`src/rtl/alu_exec_unit.sv`:
```
`default_nettype none
// ============================================================================
// Module   : alu_exec_unit
// Brief    : EX-stage ALU with valid/ready handshakes and an iterative signed
//            divider. Define ALU_ITER_MUL_EN for a shift-add iterative MUL.
// Revision : 1.0  initial release
// ============================================================================
module alu_exec_unit #(
    parameter int WIDTH = 32
) (
    input  logic             clk,
    input  logic             rst_n,
    input  logic             in_valid,
    output logic             in_ready,
    input  logic [3:0]       OP,
    input  logic [1:0]       BR,
    input  logic [WIDTH-1:0] A,
    input  logic [WIDTH-1:0] B,
    output logic             out_valid,
    input  logic             out_ready,
    output logic [WIDTH-1:0] result,
    output logic             zero,
    output logic             branch_taken,
    output logic             busy
);
    localparam int               c_SHW  = $clog2(WIDTH);
    localparam logic [c_SHW-1:0] c_LAST = c_SHW'(WIDTH - 1);
    localparam logic [WIDTH-1:0] c_MIN  = {1'b1, {(WIDTH-1){1'b0}}};

    localparam logic [3:0] c_OP_ADD = 4'b0000;
    localparam logic [3:0] c_OP_SUB = 4'b0001;
    localparam logic [3:0] c_OP_MUL = 4'b0010;
    localparam logic [3:0] c_OP_DIV = 4'b0011;
    localparam logic [3:0] c_OP_REM = 4'b0100;
    localparam logic [3:0] c_OP_OR  = 4'b0101;
    localparam logic [3:0] c_OP_XOR = 4'b0110;
    localparam logic [3:0] c_OP_AND = 4'b0111;
    localparam logic [3:0] c_OP_SHL = 4'b1000;
    localparam logic [3:0] c_OP_SHR = 4'b1001;
    localparam logic [3:0] c_OP_SLT = 4'b1010;

    typedef enum logic [1:0] {
        S_IDLE = 2'd0,
        S_DIV  = 2'd1,
        S_MUL  = 2'd2
    } state_t;

    state_t           r_state, w_state_next;
    logic             w_accept, w_last, w_iter_div, w_iter_mul, w_br, w_ovf, w_bzero;
    logic [WIDTH-1:0] w_res, w_mag_a, w_mag_b;
    logic [c_SHW-1:0] r_cnt;
    logic [WIDTH-1:0] r_quo, r_rem, r_dvs;
    logic             r_is_rem, r_neg_q, r_neg_r;
    logic [WIDTH:0]   w_rem_sh, w_diff;
    logic [WIDTH-1:0] w_q_next, w_r_next, w_div_res;
`ifdef ALU_ITER_MUL_EN
    logic [WIDTH-1:0] r_mcand, r_mplier, r_acc, w_acc_next;
`endif

    assign in_ready = (r_state == S_IDLE) && (!out_valid || out_ready) && rst_n;
    assign busy     = (r_state != S_IDLE);
    assign w_accept = in_valid && in_ready;
    assign w_last   = (r_cnt == c_LAST);
    assign w_bzero  = (B == '0);
    assign w_ovf    = (A == c_MIN) && (B == '1);
    assign w_mag_a  = A[WIDTH-1] ? -A : A;
    assign w_mag_b  = B[WIDTH-1] ? -B : B;

    // Restoring step: shift in the next dividend bit, keep the trial difference if non-negative
    assign w_rem_sh  = {r_rem, r_quo[WIDTH-1]};
    assign w_diff    = w_rem_sh - {1'b0, r_dvs};
    assign w_q_next  = {r_quo[WIDTH-2:0], ~w_diff[WIDTH]};
    assign w_r_next  = w_diff[WIDTH] ? w_rem_sh[WIDTH-1:0] : w_diff[WIDTH-1:0];
    assign w_div_res = r_is_rem ? (r_neg_r ? -w_r_next : w_r_next)
                                : (r_neg_q ? -w_q_next : w_q_next);
`ifdef ALU_ITER_MUL_EN
    assign w_acc_next = r_mplier[0] ? (r_acc + r_mcand) : r_acc;
`endif

    always_comb begin
        w_res      = '0;
        w_br       = 1'b0;
        w_iter_div = 1'b0;
        w_iter_mul = 1'b0;
        case (OP)
            c_OP_ADD: w_res = A + B;
            c_OP_SUB: begin
                w_res = A - B;
                case (BR)
                    2'b00:   w_br = (A == B);
                    2'b01:   w_br = (A != B);
                    2'b10:   w_br = ($signed(A) <  $signed(B));
                    default: w_br = ($signed(A) >= $signed(B));
                endcase
            end
`ifdef ALU_ITER_MUL_EN
            c_OP_MUL: w_iter_mul = 1'b1;
`else
            c_OP_MUL: w_res = A * B;
`endif
            c_OP_DIV: begin
                if (w_bzero)    w_res = '1;
                else if (w_ovf) w_res = A;
                else            w_iter_div = 1'b1;
            end
            c_OP_REM: begin
                if (w_bzero)    w_res = A;
                else if (w_ovf) w_res = '0;
                else            w_iter_div = 1'b1;
            end
            c_OP_OR:  w_res = A | B;
            c_OP_XOR: w_res = A ^ B;
            c_OP_AND: w_res = A & B;
            c_OP_SHL: w_res = A << B[c_SHW-1:0];
            c_OP_SHR: w_res = A >> B[c_SHW-1:0];
            c_OP_SLT: w_res = {{(WIDTH-1){1'b0}}, ($signed(A) < $signed(B))};
            default:  w_res = '0;
        endcase
    end

    always_ff @(posedge clk) begin
        if (!rst_n) r_state <= S_IDLE;
        else        r_state <= w_state_next;
    end

    always_comb begin
        w_state_next = r_state;
        case (r_state)
            S_IDLE: begin
                if (w_accept && w_iter_div)      w_state_next = S_DIV;
                else if (w_accept && w_iter_mul) w_state_next = S_MUL;
            end
            S_DIV, S_MUL: if (w_last) w_state_next = S_IDLE;
            default:      w_state_next = S_IDLE;
        endcase
    end

    always_ff @(posedge clk) begin
        if (!rst_n) begin
            r_cnt    <= '0;
            r_quo    <= '0;
            r_rem    <= '0;
            r_dvs    <= '0;
            r_is_rem <= 1'b0;
            r_neg_q  <= 1'b0;
            r_neg_r  <= 1'b0;
`ifdef ALU_ITER_MUL_EN
            r_mcand  <= '0;
            r_mplier <= '0;
            r_acc    <= '0;
`endif
        end else if (w_accept) begin
            r_cnt    <= '0;
            r_quo    <= w_mag_a;
            r_rem    <= '0;
            r_dvs    <= w_mag_b;
            r_is_rem <= (OP == c_OP_REM);
            r_neg_q  <= A[WIDTH-1] ^ B[WIDTH-1];
            r_neg_r  <= A[WIDTH-1];
`ifdef ALU_ITER_MUL_EN
            r_mcand  <= A;
            r_mplier <= B;
            r_acc    <= '0;
`endif
        end else if (r_state != S_IDLE) begin
            r_cnt <= r_cnt + 1'b1;
            if (r_state == S_DIV) begin
                r_quo <= w_q_next;
                r_rem <= w_r_next;
            end
`ifdef ALU_ITER_MUL_EN
            else begin
                r_acc    <= w_acc_next;
                r_mcand  <= {r_mcand[WIDTH-2:0], 1'b0};
                r_mplier <= {1'b0, r_mplier[WIDTH-1:1]};
            end
`endif
        end
    end

    // Output register: a load on the same edge as a pop replaces the held value
    always_ff @(posedge clk) begin
        if (!rst_n) begin
            out_valid    <= 1'b0;
            result       <= '0;
            zero         <= 1'b0;
            branch_taken <= 1'b0;
        end else if (w_accept && !w_iter_div && !w_iter_mul) begin
            out_valid    <= 1'b1;
            result       <= w_res;
            zero         <= (w_res == '0);
            branch_taken <= w_br;
        end else if ((r_state == S_DIV) && w_last) begin
            out_valid    <= 1'b1;
            result       <= w_div_res;
            zero         <= (w_div_res == '0);
            branch_taken <= 1'b0;
`ifdef ALU_ITER_MUL_EN
        end else if ((r_state == S_MUL) && w_last) begin
            out_valid    <= 1'b1;
            result       <= w_acc_next;
            zero         <= (w_acc_next == '0);
            branch_taken <= 1'b0;
`endif
        end else if (out_ready) begin
            out_valid <= 1'b0;
        end
    end
endmodule
`default_nettype wire

```
`config.mk`:
```
export PLATFORM = sky130hd
export DESIGN_NAME = alu_exec_unit
export DESIGN_NICKNAME = d
export VERILOG_FILES = /design/src/rtl/alu_exec_unit.sv
export SDC_FILE = /design/constraint.sdc
export NUM_CORES = 2
export LEC_CHECK = 0
export CAP_MARGIN = 25
export CELL_PAD_IN_SITES_DETAIL_PLACEMENT = 0
export CELL_PAD_IN_SITES_GLOBAL_PLACEMENT = 1
export CORE_UTILIZATION = 49
export CTS_CLUSTER_SIZE = 8
export DETAILED_ROUTE_END_ITERATION = 8
export PLACE_DENSITY = 0.84
export SLEW_MARGIN = 10
export SYNTH_ARGS = -nofsm -noshare
export SYNTH_HDL_FRONTEND = slang
export SYNTH_SLANG_ARGS = --single-unit
```
`constraint.sdc`:
```
create_clock -name clk -period 13.8 [get_ports clk]
set_input_delay 2.07 -clock clk [delete_from_list [all_inputs] [get_ports clk]]
set_output_delay 2.07 -clock clk [all_outputs]
set_load 0.01 [all_outputs]
```
==> results.json <==
{
  "syn_area_mm2": 0.0357,
  "cp_num_cells": 29,
  "cp_top_family": "adder cells",
  "numPortBuffers": 110,
  "wl_um": 168000,
  "ys_seq_elements": 140,
  "r2r_cells": 22,
  "layout-drive-gt1-share_pct": 6.72,
  "worstSetupEndpointType": "register",
  "cp_max_fo": 15,
  "hold_viol_final": 0,
  "dieArea_mm2": 0.0739,
  "yosysSeqAreaShare_pct": 7.85,
  "r2r-end": "zero",
  "worstHoldPathType": "reg -> reg",
  "met1Wirelength_um": 65500,
  "grtUsageTotal_pct": 45.2,
  "nFillCells": 7023,
  "tritoncts": "yes",
  "drt-vias-per-instance": 6.68,
  "die_h_um": 272,
  "layout_min_cycle_time_ns": 11.26,
  "routedWlPerCell_um": 30.7,
  "cts_resized": 0,
  "final_nets": 5271,
  "synthCells": 4601,
  "first_global_vias": 35700,
  "start_util_pct": 49.8,
  "vias": 36700,
  "hold_end": "r_dvs[0]",
  "max_stage_delay_ns": 0.86,
  "grt_start_max_net_pins": 68,
  "cts_buffers": 17,
  "dr.first_iter.drc_count": 5046,
  "rrSetupSlack_ns": 6.33,
  "synth_ff_type": "dfxtp_1",
  "grt_overflow_total": 0,
  "worst_slew_pin_slew_ns": 1.22,
  "ioPinCount": 111,
  "r2r-start": "r_rem[8]",
  "slew_headroom_pct": 17.9,
  "cts_setup_buffers": 0,
  "async_flop_share_pct": 0,
  "worst_ep_required_time_ns": 14.19,
  "grt_pass1_wl_um": 245000,
  "max_freq_mhz": 88.8,
  "hold_start": "r_dvs[0]",
  "area_growth_pct": 7.34,
  "crit_top_cell": "fa_1",
  "dr.pass1.iters": 9,
  "maxCapViolations": 0,
  "slowest_stage": "a2111oi_0",
  "postCtsHoldBufs": 0,
  "hpwl_um": 126000,
  "critPathArrivalTime_ns": 11.65,
  "wl_met2_um": 68400,
  "gp_congestion": 1.05,
  "final_max_slew_viol_count": 0,
  "status": "complete, but fails checks",
  "synth_fp_nets": 5345,
  "critical_path_buf_inv_count": 7,
  "clkSinkCount": 140,
  "synth_edf_count": 0,
  "routed.top_layer": "met5",
  "ctsRootBufferMaster": "clkbuf_16",
  "post-route-period-util_pct": 81.6,
  "htreeDepth": 4,
  "cts_buffer_depth": 2,
  "worstSetupStartpoint": "B[5]",
  "die_w_um": 272,
  "antenna_found_initial": 8,
  "yosysWarnings": 0,
  "fin_tns_setup_ns": 0,
  "synthDistinctLibCells": 94,
  "setup_viol": 0,
  "crit_type": "in -> reg",
  "drc_errors": 1,
  "dr_wl_met3_um": 22200,
  "holdPathStages": 2,
  "cts.clk_slew.worst_paths_ns": 0.07,
  "ant_nets": 0,
  "coreArea_mm2": 0.0717,
  "violations": "DRC",
  "rows": 98,
  "rsz0062_at_grt": "no",
  "clock_latency_ns": 0.46,
  "fin_worst_skew_ns": 0.0126,
  "avgSynthCellArea_um2": 7.76,
  "start_kind": "input port"
}
cell type report:
type | instances | area (um2) | share of cell area (%)
well taps | 950 | 1190 | 3.10
clock buffers | 18 | 439 | 1.15
multi-input cells | 3604 | 29700 | 77.5
flip-flops and latches | 140 | 2810 | 7.33
inverters | 526 | 1980 | 5.16
clock inverters | 14 | 149 | 0.389
diodes | 4 | 10.0 | 0.0261
repair buffers | 238 | 2040 | 5.32
layout by cell type, fill, tap and decap left out, types with 38 or more instances in the layout:
cell type and count:
clkdlybuf4s50_1 105, nor3_1 77, a211oi_1 122, buf_4 126, nand2b_1 39, mux2i_1 99
nand4_1 46, dfxtp_1 138, o211ai_1 42, nor2_1 696, ha_1 259, inv_1 502
a31oi_1 43, o31ai_1 52, nand3_1 66, a21oi_1 198, nand2_1 413, xor2_1 63
mux4_2 59, or3_1 38, xnor2_1 157, fa_1 411, o21ai_0 148
sequential cells by signal, indices dropped and copies added, names as in the netlist:
register	flops
r_rem	32
out_valid	1
r_neg_r	1
result	32
r_cnt	5
r_is_rem	1
r_neg_q	1
zero	1
r_quo	32
r_dvs	32
r_state	1
branch_taken	1
tightest hold or removal path, cell delays in order (launching register included):
cell and delay, ns:
dfxtp_1 0.32, nand2_1 0.06, a21oi_1 0.05
cells in the mapped netlist, types with 52 or more instances:
cell | instances | area (um2)
xnor2_1 | 157 | 1380
buf_1 | 55 | 206
mux2i_1 | 99 | 991
a21oi_1 | 198 | 991
mux4_2 | 59 | 1330
a211oi_1 | 122 | 916
ha_1 | 259 | 3240
nand2_1 | 415 | 1560
clkbuf_1 | 270 | 1010
xor2_1 | 63 | 552
nand3_1 | 66 | 330
nor3_1 | 79 | 395
dfxtp_1 | 140 | 2800
inv_1 | 503 | 1890
fa_1 | 411 | 8230
o21ai_0 | 148 | 741
nor2_1 | 698 | 2620
o31ai_1 | 52 | 390
per-stage QoR:
| step | hold WS (ns) | worst slack, ns | instances | utilization [%] | cell area, um2 |
|---|---|---|---|---|---|
| after CTS | 0.474 | 2.76 | 5490 | 53.4 | 38300 |
| after floorplan | 0.440 | 3.32 | 4601 | - | 35700 |
| after global placement | 0.458 | 2.49 | 5454 | 52.5 | 37700 |
| after global routing | 0.501 | 2.23 | 5491 | 53.4 | 38300 |
| final | 0.474 | 2.54 | 5494 | 53.4 | 38300 |
| after detailed placement | 0.465 | 2.27 | 5458 | 52.6 | 37700 |
worst max-delay path by stage:
| stage | to | slack, ns |
|---|---|---|
| after global placement | zero | 2.49 |
| after detailed placement | zero | 2.27 |
| after floorplan | result[31] | 3.32 |
| after global routing | zero | 2.23 |
| final | zero | 2.54 |
| after CTS | zero | 2.76 |
metal layers:
layer,up-vias,track usage (%)
li1,15600,-
met1,17900,58.9
met2,2601,64.9
met3,602,14.5
met4,6,27.2
met5,-,0
logic make-up (layout without fill, tap and decap cells):
| group | Yosys count | count (layout) | synth area share [%] |
|---|---|---|---|
| multiplexers | 174 | 174 | 7.01 |
| AND/OR/NAND/NOR | 1583 | 1583 | 20.0 |
| buffers and inverters | 857 | 796 | 9.09 |
| adder cells (fa/ha/maj) | 670 | 670 | 32.1 |
| flip-flops | 140 | 140 | 7.85 |
| XOR/XNOR | 220 | 220 | 5.40 |
| other | 0 | 4 | 0 |
| AO/OA/AOI/OAI | 957 | 957 | 18.6 |
Power is left out: the tool's default activity adds up to more than one toggle a clock period on the data nets, which glitch-free logic cannot reach.
